File: src/rtl/cbadc_estimate_sink.sv
// rtl/cbadc_estimate_sink.sv - samples the decimated estimate at a fixed phase into a FWFT stream FIFO.
// Optional saturating drop counter: define CBADC_SINK_DROP_COUNT_EN.
module cbadc_estimate_sink #(
  parameter int OSR           = 12,
  parameter int OUT_WIDTH     = 14,
  parameter int CAPTURE_PHASE = 6,
  parameter int FIFO_DEPTH    = 16
) (
  input  logic                          clk,
  input  logic                          rst,
  input  logic [OUT_WIDTH-1:0]          est_in,
  input  logic                          est_valid,
  output logic [OUT_WIDTH-1:0]          m_data,
  output logic                          m_valid,
  input  logic                          m_ready,
  output logic [$clog2(FIFO_DEPTH):0]   level,
  output logic                          overflow,
  output logic [15:0]                   drop_count
);
  localparam int PW = $clog2(OSR);
  localparam int AW = $clog2(FIFO_DEPTH);
  localparam logic [AW:0] FULL_LEVEL = (AW+1)'(FIFO_DEPTH);

  typedef enum logic [1:0] {IDLE, ALIGN, RUN} state_t;

  state_t               state;
  logic [PW-1:0]        phase;
  logic                 est_valid_d;
  logic [OUT_WIDTH-1:0] mem [FIFO_DEPTH];
  logic [AW-1:0]        wr_ptr;
  logic [AW-1:0]        rd_ptr;

  logic                 at_capture;
  logic                 capture;
  logic                 full;
  logic                 pop;
  logic                 wr_en;
  logic                 drop;
  logic [AW-1:0]        rd_ptr_nxt;
  logic [AW:0]          level_nxt;
  logic [OUT_WIDTH-1:0] wdata;

  always_comb begin
    at_capture = (phase == PW'(CAPTURE_PHASE));
    // A low est_valid in the capture cycle suppresses the capture as the FSM drops to IDLE.
    capture    = (state != IDLE) && est_valid && at_capture;
    full       = (level == FULL_LEVEL);
    pop        = m_valid && m_ready;
    wr_en      = capture && (!full || pop);
    drop       = capture && full && !pop;
    wdata      = {~est_in[OUT_WIDTH-1], est_in[OUT_WIDTH-2:0]};
    rd_ptr_nxt = pop ? rd_ptr + 1'b1 : rd_ptr;
    level_nxt  = level;
    if (wr_en && !pop) begin
      level_nxt = level + 1'b1;
    end else if (pop && !wr_en) begin
      level_nxt = level - 1'b1;
    end
  end

  always_ff @(posedge clk or posedge rst) begin
    if (rst) begin
      state       <= IDLE;
      phase       <= '0;
      est_valid_d <= 1'b0;
    end else begin
      est_valid_d <= est_valid;
      case (state)
        IDLE: begin
          if (est_valid && !est_valid_d) begin
            state <= ALIGN;
            phase <= PW'(1);
          end
        end
        default: begin
          if (!est_valid) begin
            state <= IDLE;
            phase <= '0;
          end else begin
            phase <= (phase == PW'(OSR-1)) ? '0 : phase + 1'b1;
            if (state == ALIGN && at_capture) state <= RUN;
          end
        end
      endcase
    end
  end

  always_ff @(posedge clk) begin
    if (wr_en) mem[wr_ptr] <= wdata;
  end

  always_ff @(posedge clk or posedge rst) begin
    if (rst) begin
      wr_ptr   <= '0;
      rd_ptr   <= '0;
      level    <= '0;
      m_valid  <= 1'b0;
      m_data   <= '0;
      overflow <= 1'b0;
    end else begin
      if (wr_en) wr_ptr <= wr_ptr + 1'b1;
      rd_ptr  <= rd_ptr_nxt;
      level   <= level_nxt;
      m_valid <= (level_nxt != '0);
      // Next head bypasses memory when it is the slot being written this edge.
      if (level_nxt != '0) begin
        m_data <= (wr_en && (wr_ptr == rd_ptr_nxt)) ? wdata : mem[rd_ptr_nxt];
      end
      if (drop) overflow <= 1'b1;
    end
  end

`ifdef CBADC_SINK_DROP_COUNT_EN
  always_ff @(posedge clk or posedge rst) begin
    if (rst) begin
      drop_count <= '0;
    end else if (drop && (drop_count != 16'hFFFF)) begin
      drop_count <= drop_count + 16'd1;
    end
  end
`else
  assign drop_count = '0;
`endif

endmodule
File: config.mk
export PLATFORM = sky130hd
export DESIGN_NAME = cbadc_estimate_sink
export DESIGN_NICKNAME = d
export VERILOG_FILES = /design/src/rtl/cbadc_estimate_sink.sv
export SDC_FILE = /design/constraint.sdc
export NUM_CORES = 1
export LEC_CHECK = 0
export BUFFER_PORTS_ARGS = -buffer_cell sky130_fd_sc_hd__clkbuf_2
export CELL_PAD_IN_SITES_DETAIL_PLACEMENT = 1
export CELL_PAD_IN_SITES_GLOBAL_PLACEMENT = 1
export CORE_MARGIN = 10
export CORE_UTILIZATION = 40
export CTS_BUF_LIST = sky130_fd_sc_hd__clkbuf_4
export DETAILED_ROUTE_END_ITERATION = 10
export PLACE_DENSITY = 0.65
export SETUP_SLACK_MARGIN = 0.5
export SYNTH_ARGS = -nofsm -noshare
export SYNTH_HDL_FRONTEND = slang
export SYNTH_SLANG_ARGS = --single-unit
File: constraint.sdc
create_clock -name clk -period 8.45 [get_ports clk]
set_clock_uncertainty 0.1 [all_clocks]
set_input_delay 0.845 -clock clk [delete_from_list [all_inputs] [get_ports clk]]
set_output_delay 0.845 -clock clk [all_outputs]
set_load 0.01 [all_outputs]
### After elaboration in Yosys (flattened, before gate mapping)

Memories as Yosys holds them, arrays and structs flattened. A register that Yosys moved wholly into a read port is not among the register bits.
Index checks and enable logic that the tools add are counted.

* register bits: 22
* memories: 1
* output and inout port bits: 37
* bits in writable memories: 224

* reduce and logical (&&, ||, !) cells: 19
* equality and inequality tests: 6
* $add $sub $neg: 5
* bitwise gates (word level): 1
* mux-type cells: 13

Memories
* mem: depth 16, width 14, rd ports 1, clocked after memory_dff 1, wr ports 1, line 29 `logic [OUT_WIDTH-1:0] mem [FIFO_DEPTH];`

Operator list (count)
* $mux 4: 5
* $add 4x1->4 const B: 3
* $logic_and 1x1->1: 10
* $mux 5: 2
* $mux 2: 4
* $add 5x1->5 const B: 1
* $eq 5x5->1 const B: 1
* $reduce_bool 5->1: 1
* $sub 5x1->5 const B: 1
* $eq 4x3->1 const B: 1
* $eq 4x4->1 const B: 1
* $logic_not 1->1: 4
* $ne 3x1->1 const B: 1
* $eq 2x1->1 const B: 1
* $logic_not 2->1: 1
* $mux 1: 2
* $ne 2x2->1 const B: 1
* $reduce_and 2->1: 1
* $reduce_bool 2->1: 1
* $logic_or 1x1->1: 1
* $not 1->1: 1

### Depth between registers and ports, before layout

Gate-level depths: netlist of run 1.

* depth after elaboration: 9
* gate-level depth with buffers: 11
* mapped depth without buffers: 9

### Worst setup path after synthesis of run 1

No wires, ideal clock.

* path kind: input to register
* start: in est_valid
* end: mem mem[6][0] (enable)
* stages: 5
* library setup time: 403 ps
* arrival: 2920 ps
* required time: 7947 ps
* buffers on the path: 1
* path slack: 5027 ps
* path through: o21ai_2 buf_4 a211oi_1 nand2_1 nor3_1

* cells in the longest elaborated chain, start to end: 5

Ends and longest elaborated chain
* start: declaration: line 12 `input logic est_valid,`
* $logic_and 1x1->1 (2 in series): line 46 `capture = (state != IDLE) && est_valid && at_capture;`
* $logic_and 1x1->1: line 49 `wr_en = capture && (!full || pop);`
* $mux 1: line 89 `if (wr_en) mem[wr_ptr] <= wdata;`
* $mux 1 (not written as such): line 89
* end: declaration: line 29

Every way passes these cells.

### Worst setup path after layout of run 1

* start: reg m_valid
* end: reg m_data[12], read port of mem

* cells in the longest elaborated chain, start to end: 8
* elaborated cells between the ends (all ways): 11
* those cells by class: mux: 3; reduce/logical: 8

Ends and longest elaborated chain
* start: declaration: line 14 `output logic m_valid,`
* start signal: assignment: line 104 `m_valid <= (level_nxt != '0);`
* $logic_and 1x1->1 *: line 48 `pop = m_valid && m_ready;`
* $logic_or 1x1->1: line 49
* $logic_and 1x1->1: line 49
* $logic_not 1->1: line 56 `end else if (pop && !wr_en) begin`
* $logic_and 1x1->1: line 56
* $mux 5: line 56
* $mux 5: line 54 `if (wr_en && !pop) begin`
* $reduce_bool 5->1: line 106 `if (level_nxt != '0) begin`
* end: declaration: line 13 `output logic [OUT_WIDTH-1:0] m_data,`

Mark *: on every way between the ends. The rest lies on a longest branch, timed or not.
A chain may end at the register's enable or synchronous reset.

==> flow_metrics.py, run 1 <==
metrics = {
    "status": {
        "status": "finished, final reports clean",
    },
    "global_route": {
        "grt_pass1_wl_um": 51000,
        "track_usage_pct": 18.5,
        "overflow": 0,
        "antenna_found_initial": 1,
        "grt_pass1_vias": 8528,
        "grt_max_degree": 58,
    },
    "synthesis": {
        "ys_async_sr_fraction_pct": 13.8,
        "synth_largest_area_cell": "edfxtp_1",
        "synthFlopType": "edfxtp_1",
        "synth_top_area_share_pct": 59.1,
        "ys_top_cells_by_area": "edfxtp_1 59%, dfrtp_1 7.9%, nand3_1 6.3%",
        "synth.yosys.seq_area_share_pct": 67.0,
        "ys_top_cells_by_count": "224 x edfxtp_1, 144 x nand3_1, 95 x nand2_1, 77 x o21ai_0, 55 x nor2_1",
        "synth_most_common_cell": "edfxtp_1",
        "synth_cell_type_count": 53,
        "synth_cells": 912,
        "yosysWarnings": 0,
        "synth_seq_cells": 260,
        "syn_area_um2": 11400,
        "synth_edf_count": 224,
        "synth_area_per_cell_um2": 12.5,
    },
    "critical_path": {
        "r2r_cells": 10,
        "cp_data_required_time_ns": 8.88,
        "start_kind": "flip-flop",
        "crit_arrival_ns": 3.94,
        "path_max_fanout": 57,
        "path_class": "reg -> reg",
        "cp-end-kind": "flip-flop",
    },
    "clock_tree": {
        "cts_root_buf": "clkbuf_4",
        "cts_tree": "yes",
        "cts_resized": 0,
        "clk_pin_slew_ns": 0.07,
        "htree_levels": 3,
        "cts_sinks": 260,
        "clock_path_buffers": 3,
        "cts_hold_buf": 0,
        "postCtsSetupBuffers": 0,
        "clkLatencyLatePin_ns": 0.70,
        "numCtsBuffers": 72,
    },
    "routing": {
        "drc": 0,
        "ant_nets": 0,
        "routed_wl_um": 32800,
        "drt_iter0_markers": 486,
        "first_pass_iters": 5,
        "dr_total_vias": 7932,
        "vias_per_cell": 5.64,
        "wl_per_cell_um": 23.3,
    },
    "min_path": {
        "hold_path_class": "in -> async",
    },
    "sta": {
        "report.final.setup_viol": 0,
        "rsz0062_at_grt": "no",
        "setup_tns_ns": 0,
        "relSlewSlack_pct": 30.3,
        "timing.final.crit_share_pct": 41.5,
        "slew_violations": 0,
        "hold_violations": 0,
        "worst_slew_pin_slew_ns": 1.04,
        "fin_crit_ns": 3.51,
        "fmax_ghz": 0.285,
    },
    "final_layout": {
        "area_growth_pct": 13.4,
        "fin_nets": 1009,
        "regArea_um2": 7630,
        "fillerInstances": 2989,
        "drive_gt1_share_pct": 20.1,
        "multi_input_area_um2": 3420,
        "fin_area_um2": 12900,
    },
    "floorplan": {
        "die_h_um": 189,
        "coreArea_um2": 27900,
        "rows": 61,
        "die-area_um2": 35600,
        "die_x_um": 189,
        "io_pins": 55,
        "start_util_pct": 40.7,
    },
    "placed_design": {
        "place_area_um2": 11900,
        "gp_congestion": 0.735,
        "io_buffers": 38,
        "dp_hpwl_um": 18500,
    },
    "power": {
        "leakagePower_nw": 4.54,
        "vdd_drop_max_v": 0.000211,
        "p_per_area_nw_per_um2": 334,
    },
    "run": {
        "max_cap_violations": 0,
    },
}
[placed cells by master (no fill, tap or decap), types with 8 or more instances in the layout]
| cell type | count |
|---|---|
| conb_1 | 16 |
| inv_1 | 15 |
| nand4_1 | 30 |
| nor2_1 | 54 |
| clkbuf_4 | 112 |
| buf_4 | 23 |
| nand2_1 | 95 |
| clkbuf_2 | 38 |
| mux2i_1 | 16 |
| dfrtp_1 | 36 |
| ha_1 | 9 |
| nor3b_1 | 15 |
| and2_1 | 8 |
| a32oi_1 | 16 |
| a41oi_1 | 19 |
| edfxtp_1 | 224 |
| o21ai_0 | 77 |
| xnor2_1 | 11 |
| a41oi_2 | 9 |
| nand3_1 | 144 |
[per-stage QoR]
| step | std cells | power, mW | setup slack, ns | util (%) | hold slack, ns |
|---|---|---|---|---|---|
| floorplan | 927 | 2.58 | 5.03 | - | 0.393 |
| global placement | 1286 | 3.10 | 4.61 | 42.8 | 0.341 |
| detailed placement | 1286 | 3.14 | 4.47 | 42.8 | 0.355 |
| CTS | 1406 | 4.37 | 4.94 | 46.2 | 0.137 |
| global route | 1407 | 4.59 | 4.74 | 46.2 | 0.166 |
| finish | 1407 | 4.32 | 4.94 | 46.2 | 0.165 |
[critical path, cell delays in order (launching register included)]
cell	delay, ns
dfrtp_1	0.53
and3b_1	0.25
buf_4	0.30
nor2_4	0.13
buf_4	0.60
clkinv_1	0.45
buf_4	0.38
nand2_1	0.14
a32oi_1	0.12
nand4_1	0.16
a41oi_2	0.13
[per-layer routing]
metal | global-route usage (%) | routed length [um] | share of wire (%) | vias up
met1 | 23.5 | 14300 | 44 | 4063
li1 | - | - | - | 3591
met5 | 0 | 0 | 0 | -
met2 | 29.8 | 15700 | 48 | 220
met4 | 7.66 | 811 | 2.5 | 0
met3 | 4.32 | 1980 | 6.0 | 58
[state kept, by name (all words and copies together) (netlist names)]
name and cells:
m_data 14, wr_ptr 4, est_valid_d 1, phase 4
overflow 1, mem 224, rd_ptr 4, m_valid 1
state 2, level 5
[layout make-up]
class / instances / area share (%)
flip-flops and latches: 260 / 59.1
multi-input cells: 570 / 26.5
clock buffers: 112 / 6.52
well taps: 378 / 3.67
repair buffers: 61 / 2.81
clock inverters: 8 / 0.873
inverters: 17 / 0.495
diodes: 1 / 0.0194
[kinds of logic after synthesis]
family | Yosys count | synth area share [%]
muxes | 16 | 1.41
AOI/OAI and AO/OA | 145 | 9.29
adders and majority gates | 9 | 0.990
other | 1 | 0.0330
DFF | 260 | 67.0
xor gates and xnor gates | 14 | 1.08
and+or+nand+nor | 370 | 16.0
buffers and inverters | 97 | 4.15
[power by group]
group          leakage [nW]  internal (mW)  switching (mW)  total (mW)
Sequential             2.44           1.47          0.0866        1.55
Combinational          1.54          0.507            1.05        1.56
Clock                 0.567          0.686           0.522        1.21
[worst paths after layout]
| kind | from | endpoint | slack (ns) |
|---|---|---|---|
| min in group clk | est_valid | est_valid_d$_DFF_PP0_ | 0.22 |
| setup reg to reg | m_valid$_DFF_PP0_ | m_data[12]$_DFFE_PP0P_ | 4.94 |
| hold / removal | rst | level[2]$_DFF_PP0_ | 0.16 |
| setup / recovery | m_valid$_DFF_PP0_ | m_data[12]$_DFFE_PP0P_ | 4.94 |
| hold reg to reg | overflow$_DFFE_PP0P_ | overflow$_DFFE_PP0P_ | 0.36 |
| max in group asynchronous | rst | m_data[9]$_DFFE_PP0P_ | 7.67 |
(Power assumes the default switching activity.)
==> run 2: changes to the inputs <==
PLACE_DENSITY = 0.68   (was 0.65)
clock period = 2.9 ns   (was 8.45 ns; I/O delays follow)
==> flow_metrics.py, run 2 (synthesis gave the netlist of run 1 again) <==
metrics = {
    "status": {
        "status": "finished, final reports clean",
    },
    "final_layout": {
        "multi_input_area_um2": 3810,
        "largest_reg_flops": 224,
        "fin_nets": 1080,
        "postLayoutCoreUtil_pct": 50.4,
        "drive_gt1_share_pct": 28.8,
        "fillerInstances": 2932,
        "final_common_cell": "edfxtp_1",
        "area_growth_pct": 23.6,
        "layout_common_cells": "224 x edfxtp_1, 144 x nand3_1, 103 x clkbuf_4",
        "top_register": "mem",
        "top_regs": "mem: 224 flops, m_data: 14 flops, level: 5 flops",
        "regArea_um2": 7630,
    },
    "sta": {
        "timing.final.crit_share_pct": 92.3,
        "report.final.setup_viol": 0,
        "hold_violations": 0,
        "fin_crit_ns": 2.68,
        "relSlewSlack_pct": 58.4,
        "slew_violations": 0,
        "worst_slew_pin_slew_ns": 0.624,
        "rsz0062_at_grt": "yes",
        "setup_tns_ns": 0,
        "fmax_ghz": 0.374,
    },
    "routing": {
        "first_pass_iters": 4,
        "wl_met1_um": 15400,
        "ant_nets": 0,
        "top_layer": "met4",
        "wl_per_cell_um": 24.7,
        "drc": 0,
        "dr_total_vias": 8424,
        "vias_per_cell": 5.71,
        "drt_iter0_markers": 674,
        "routed_wl_um": 36500,
        "routed-wl-met3_um": 2210,
        "wl_met2_um": 18000,
    },
    "global_route": {
        "overflow": 0,
        "grt_pass1_vias": 8814,
        "grt_pass1_wl_um": 52300,
        "grt_max_degree": 57,
        "antenna_found_initial": 1,
        "track_usage_pct": 19.1,
    },
    "critical_path": {
        "crit_arrival_ns": 3.10,
        "path_class": "reg -> reg",
        "r2r_cells": 10,
        "cp-end-kind": "flip-flop",
        "start_kind": "flip-flop",
        "cp_data_required_time_ns": 3.33,
        "path_max_fanout": 7,
    },
    "floorplan": {
        "coreArea_um2": 27900,
        "start_util_pct": 40.7,
        "io_pins": 55,
        "rows": 61,
        "die_x_um": 189,
        "die-area_um2": 35600,
        "die_h_um": 189,
    },
    "power": {
        "power_mw": 13.3,
        "p_per_area_nw_per_um2": 948,
        "leakagePower_nw": 5.00,
        "vdd_drop_max_v": 0.000426,
    },
    "clock_tree": {
        "htree_levels": 3,
        "cts_root_buf": "clkbuf_4",
        "clkLatencyLatePin_ns": 0.67,
        "clock_path_buffers": 3,
        "numCtsBuffers": 71,
        "cts_tree": "yes",
        "cts_sinks": 260,
        "clk_pin_slew_ns": 0.06,
    },
    "min_path": {
        "hold_path_class": "in -> reg",
        "hold_depth": 1,
    },
    "placed_design": {
        "gp_congestion": 0.815,
        "io_buffers": 38,
        "dp_hpwl_um": 20700,
    },
    "run": {
        "max_cap_violations": 0,
    },
}
-- run 2: per-stage QoR --
step	instances	hold slack (ns)	instance area (um^2)	worst slack [ns]
3_3_place_gp	1312	0.212	12400	0.207
4_1_cts	1451	0.00501	13500	0.267
5_1_grt	1476	0.00674	14100	0.109
2_1_floorplan	927	0.221	11600	0.397
6_report	1476	0.0404	14100	0.225
3_5_place_dp	1312	0.206	12400	0.0648
-- run 2: worst paths after layout --
kind,from,to,slack (ns)
hold reg to reg,overflow$_DFFE_PP0P_,overflow$_DFFE_PP0P_,0.40
setup reg to reg,phase[0]$_DFFE_PP0P_,m_data[10]$_DFFE_PP0P_,0.22
max in group asynchronous,rst,m_data[9]$_DFFE_PP0P_,1.94
hold / removal,est_in[6],mem[5][6]$_DFFE_PP_,0.04
setup / recovery,phase[0]$_DFFE_PP0P_,m_data[10]$_DFFE_PP0P_,0.22
min in group asynchronous,rst,overflow$_DFFE_PP0P_,0.05
-- run 2: power by group --
| part | switching, mW | internal (mW) | total [mW] |
|---|---|---|---|
| Clock | 1.50 | 1.70 | 3.20 |
| Combinational | 3.58 | 2.03 | 5.61 |
| Sequential | 0.244 | 4.27 | 4.52 |
-- run 2: metal layers --
layer	track usage (%)	up-vias
met5	0	-
met4	7.54	0
met3	3.64	53
met2	31.8	329
met1	24.0	4308
li1	-	3734
-- run 2: critical path: stages (launching register included) --
cell      delay, ns
dfrtp_1        0.39
inv_2          0.08
ha_4           0.15
nand3b_4       0.12
buf_12         0.16
o21a_4         0.22
a32oi_2        0.23
xnor2_2        0.19
or4_4          0.68
nor2_2         0.16
a41oi_2        0.05
-- run 2: repair_timing --
item / 4_1_cts / 5_1_grt
setup endpoints to repair: 238 / 239
gates resized for setup: 32 / 67
cloned: 3 / 8
setup buffers: 13 / 16
hold endpoints to repair: 72 / 0
pin swaps: 12 / 10
hold buffers: 6 / 0
-- run 2: final cells by class --
class | instances | share of cell area, %
clock inverters | 14 | 0.569
well taps | 378 | 3.36
inverters | 17 | 0.454
clock buffers | 103 | 5.50
flip-flops and latches | 260 | 54.3
diodes | 1 | 0.0178
multi-input cells | 577 | 27.1
repair buffers | 126 | 8.76
==> run 3: changes to the inputs <==
PLACE_DENSITY = not set   (was 0.68)
PLACE_DENSITY_LB_ADDON = 0.1   (was not set)
==> flow_metrics.py, run 3 (synthesis gave the netlist of run 1 again) <==
metrics = {
    "critical_path": {
        "path_class": "reg -> reg",
        "cp_data_required_time_ns": 3.31,
        "start_kind": "flip-flop",
        "cp-end-kind": "flip-flop",
        "crit_arrival_ns": 3.17,
        "path_max_fanout": 8,
    },
    "sta": {
        "worst_slew_pin_slew_ns": 0.708,
        "slew_violations": 0,
        "fin_crit_ns": 2.76,
        "timing.hold.ws_ns": 0.0433,
        "rsz0062_at_grt": "yes",
        "relSlewSlack_pct": 52.4,
        "timing.final.crit_share_pct": 95.0,
        "fmax_ghz": 0.363,
        "hold_violations": 0,
        "setup_tns_ns": 0,
        "report.final.setup_viol": 0,
    },
    "final_layout": {
        "largest_reg_flops": 224,
        "drive_gt1_share_pct": 27.1,
        "top_regs": "mem: 224 flops, m_data: 14 flops, level: 5 flops",
        "area_growth_pct": 22.4,
        "final_common_cell": "edfxtp_1",
        "layout_common_cells": "224 x edfxtp_1, 143 x nand3_1, 99 x clkbuf_4",
        "fin_area_um2": 13900,
        "postLayoutCoreUtil_pct": 49.8,
        "fin_nets": 1070,
        "top_register": "mem",
    },
    "floorplan": {
        "io_pins": 55,
        "rows": 61,
        "die_x_um": 189,
        "die_h_um": 189,
        "die-area_um2": 35600,
        "coreArea_um2": 27900,
        "start_util_pct": 40.7,
    },
    "routing": {
        "wl_per_cell_um": 24.7,
        "vias_per_cell": 5.72,
        "dr_total_vias": 8397,
        "drt_iter0_markers": 683,
        "routed_wl_um": 36300,
        "first_pass_iters": 5,
        "drc": 0,
        "ant_nets": 0,
    },
    "power": {
        "p_per_area_nw_per_um2": 944,
        "leakagePower_nw": 4.91,
        "vdd_drop_max_v": 0.000426,
    },
    "global_route": {
        "grt_max_degree": 57,
        "grt_pass1_vias": 8752,
        "track_usage_pct": 19.6,
        "overflow": 0,
        "antenna_found_initial": 1,
        "grt_pass1_wl_um": 53600,
    },
    "clock_tree": {
        "cts_sinks": 260,
        "htree_levels": 3,
        "cts_root_buf": "clkbuf_4",
        "cts_tree": "yes",
        "numCtsBuffers": 70,
        "clk_pin_slew_ns": 0.06,
        "clock_path_buffers": 3,
        "clkLatencyLatePin_ns": 0.67,
    },
    "placed_design": {
        "dp_hpwl_um": 20600,
        "place_area_um2": 12300,
        "gp_congestion": 0.854,
        "io_buffers": 38,
    },
    "status": {
        "status": "finished, final reports clean",
    },
    "min_path": {
        "hold_path_class": "in -> reg",
    },
    "run": {
        "max_cap_violations": 0,
    },
}
==> run 3: metrics by stage <==
stage / worst slack, ns / total power [mW] / instances
CTS: 0.266 / 13.1 / 1454
floorplan: 0.397 / 7.53 / 927
detailed placement: 0.0610 / 9.65 / 1301
finish: 0.144 / 13.1 / 1468
global route: 0.0586 / 13.9 / 1468
global placement: 0.192 / 9.48 / 1301
==> run 3: layout make-up <==
cell class / instances / area [um^2]
clock inverter: 19 / 77.6
tap: 378 / 473
fill: 2907 / 14000
timing repair buffer: 115 / 1100
sequential: 260 / 7630
antenna: 1 / 2.50
multi-input combinational: 579 / 3830
inverter: 17 / 63.8
clock buffer: 99 / 743
==> run 3: final timing paths <==
kind                       slack (ns)                    end  cells past startpoint                 start
hold / removal                   0.04   mem[13][9]$_DFFE_PP_                      1             est_in[9]
min in group asynchronous        0.58     level[3]$_DFF_PP0_                      4                   rst
setup / recovery                 0.14  m_data[2]$_DFFE_PP0P_                     10    level[0]$_DFF_PP0_
max in group asynchronous        1.33    rd_ptr[2]$_DFF_PP0_                      5                   rst
setup reg to reg                 0.14  m_data[2]$_DFFE_PP0P_                     10    level[0]$_DFF_PP0_
hold reg to reg                  0.40   overflow$_DFFE_PP0P_                      1  overflow$_DFFE_PP0P_
==> run 3: critical path, stage by stage (launching register included) <==
cell and delay [ns]:
dfrtp_2 0.38, buf_4 0.11, buf_4 0.15, ha_2 0.19, nand3_1 0.12, nor4_4 0.33
a31oi_4 0.08, xnor2_4 0.19, or4_4 0.71, nor2_1 0.15, a41oi_1 0.05
==> run 3: metal layers <==
metal | global-route usage, % | vias up | wire length [um]
li1 | - | 3730 | -
met1 | 25.2 | 4297 | 15600
met2 | 31.6 | 299 | 17400
met3 | 4.47 | 71 | 2410
met4 | 7.14 | 0 | 960
met5 | 0 | - | 0
==> run 3: power breakdown <==
| group | leakage [nW] | switching [mW] | internal [mW] |
|---|---|---|---|
| clock network | 0.497 | 1.49 | 1.57 |
| registers | 2.44 | 0.265 | 4.27 |
| logic | 1.98 | 3.55 | 2.00 |
==> run 3: what timing repair did <==
item / 4_1_cts / 5_1_grt
pin swaps: 19 / 11
hold endpoints to repair: 102 / 0
gates resized for setup: 48 / 43
endpoints found under the setup margin: 237 / 239
gates cloned: 6 / 4
hold buffers: 10 / 0
setup buffers: 19 / 9
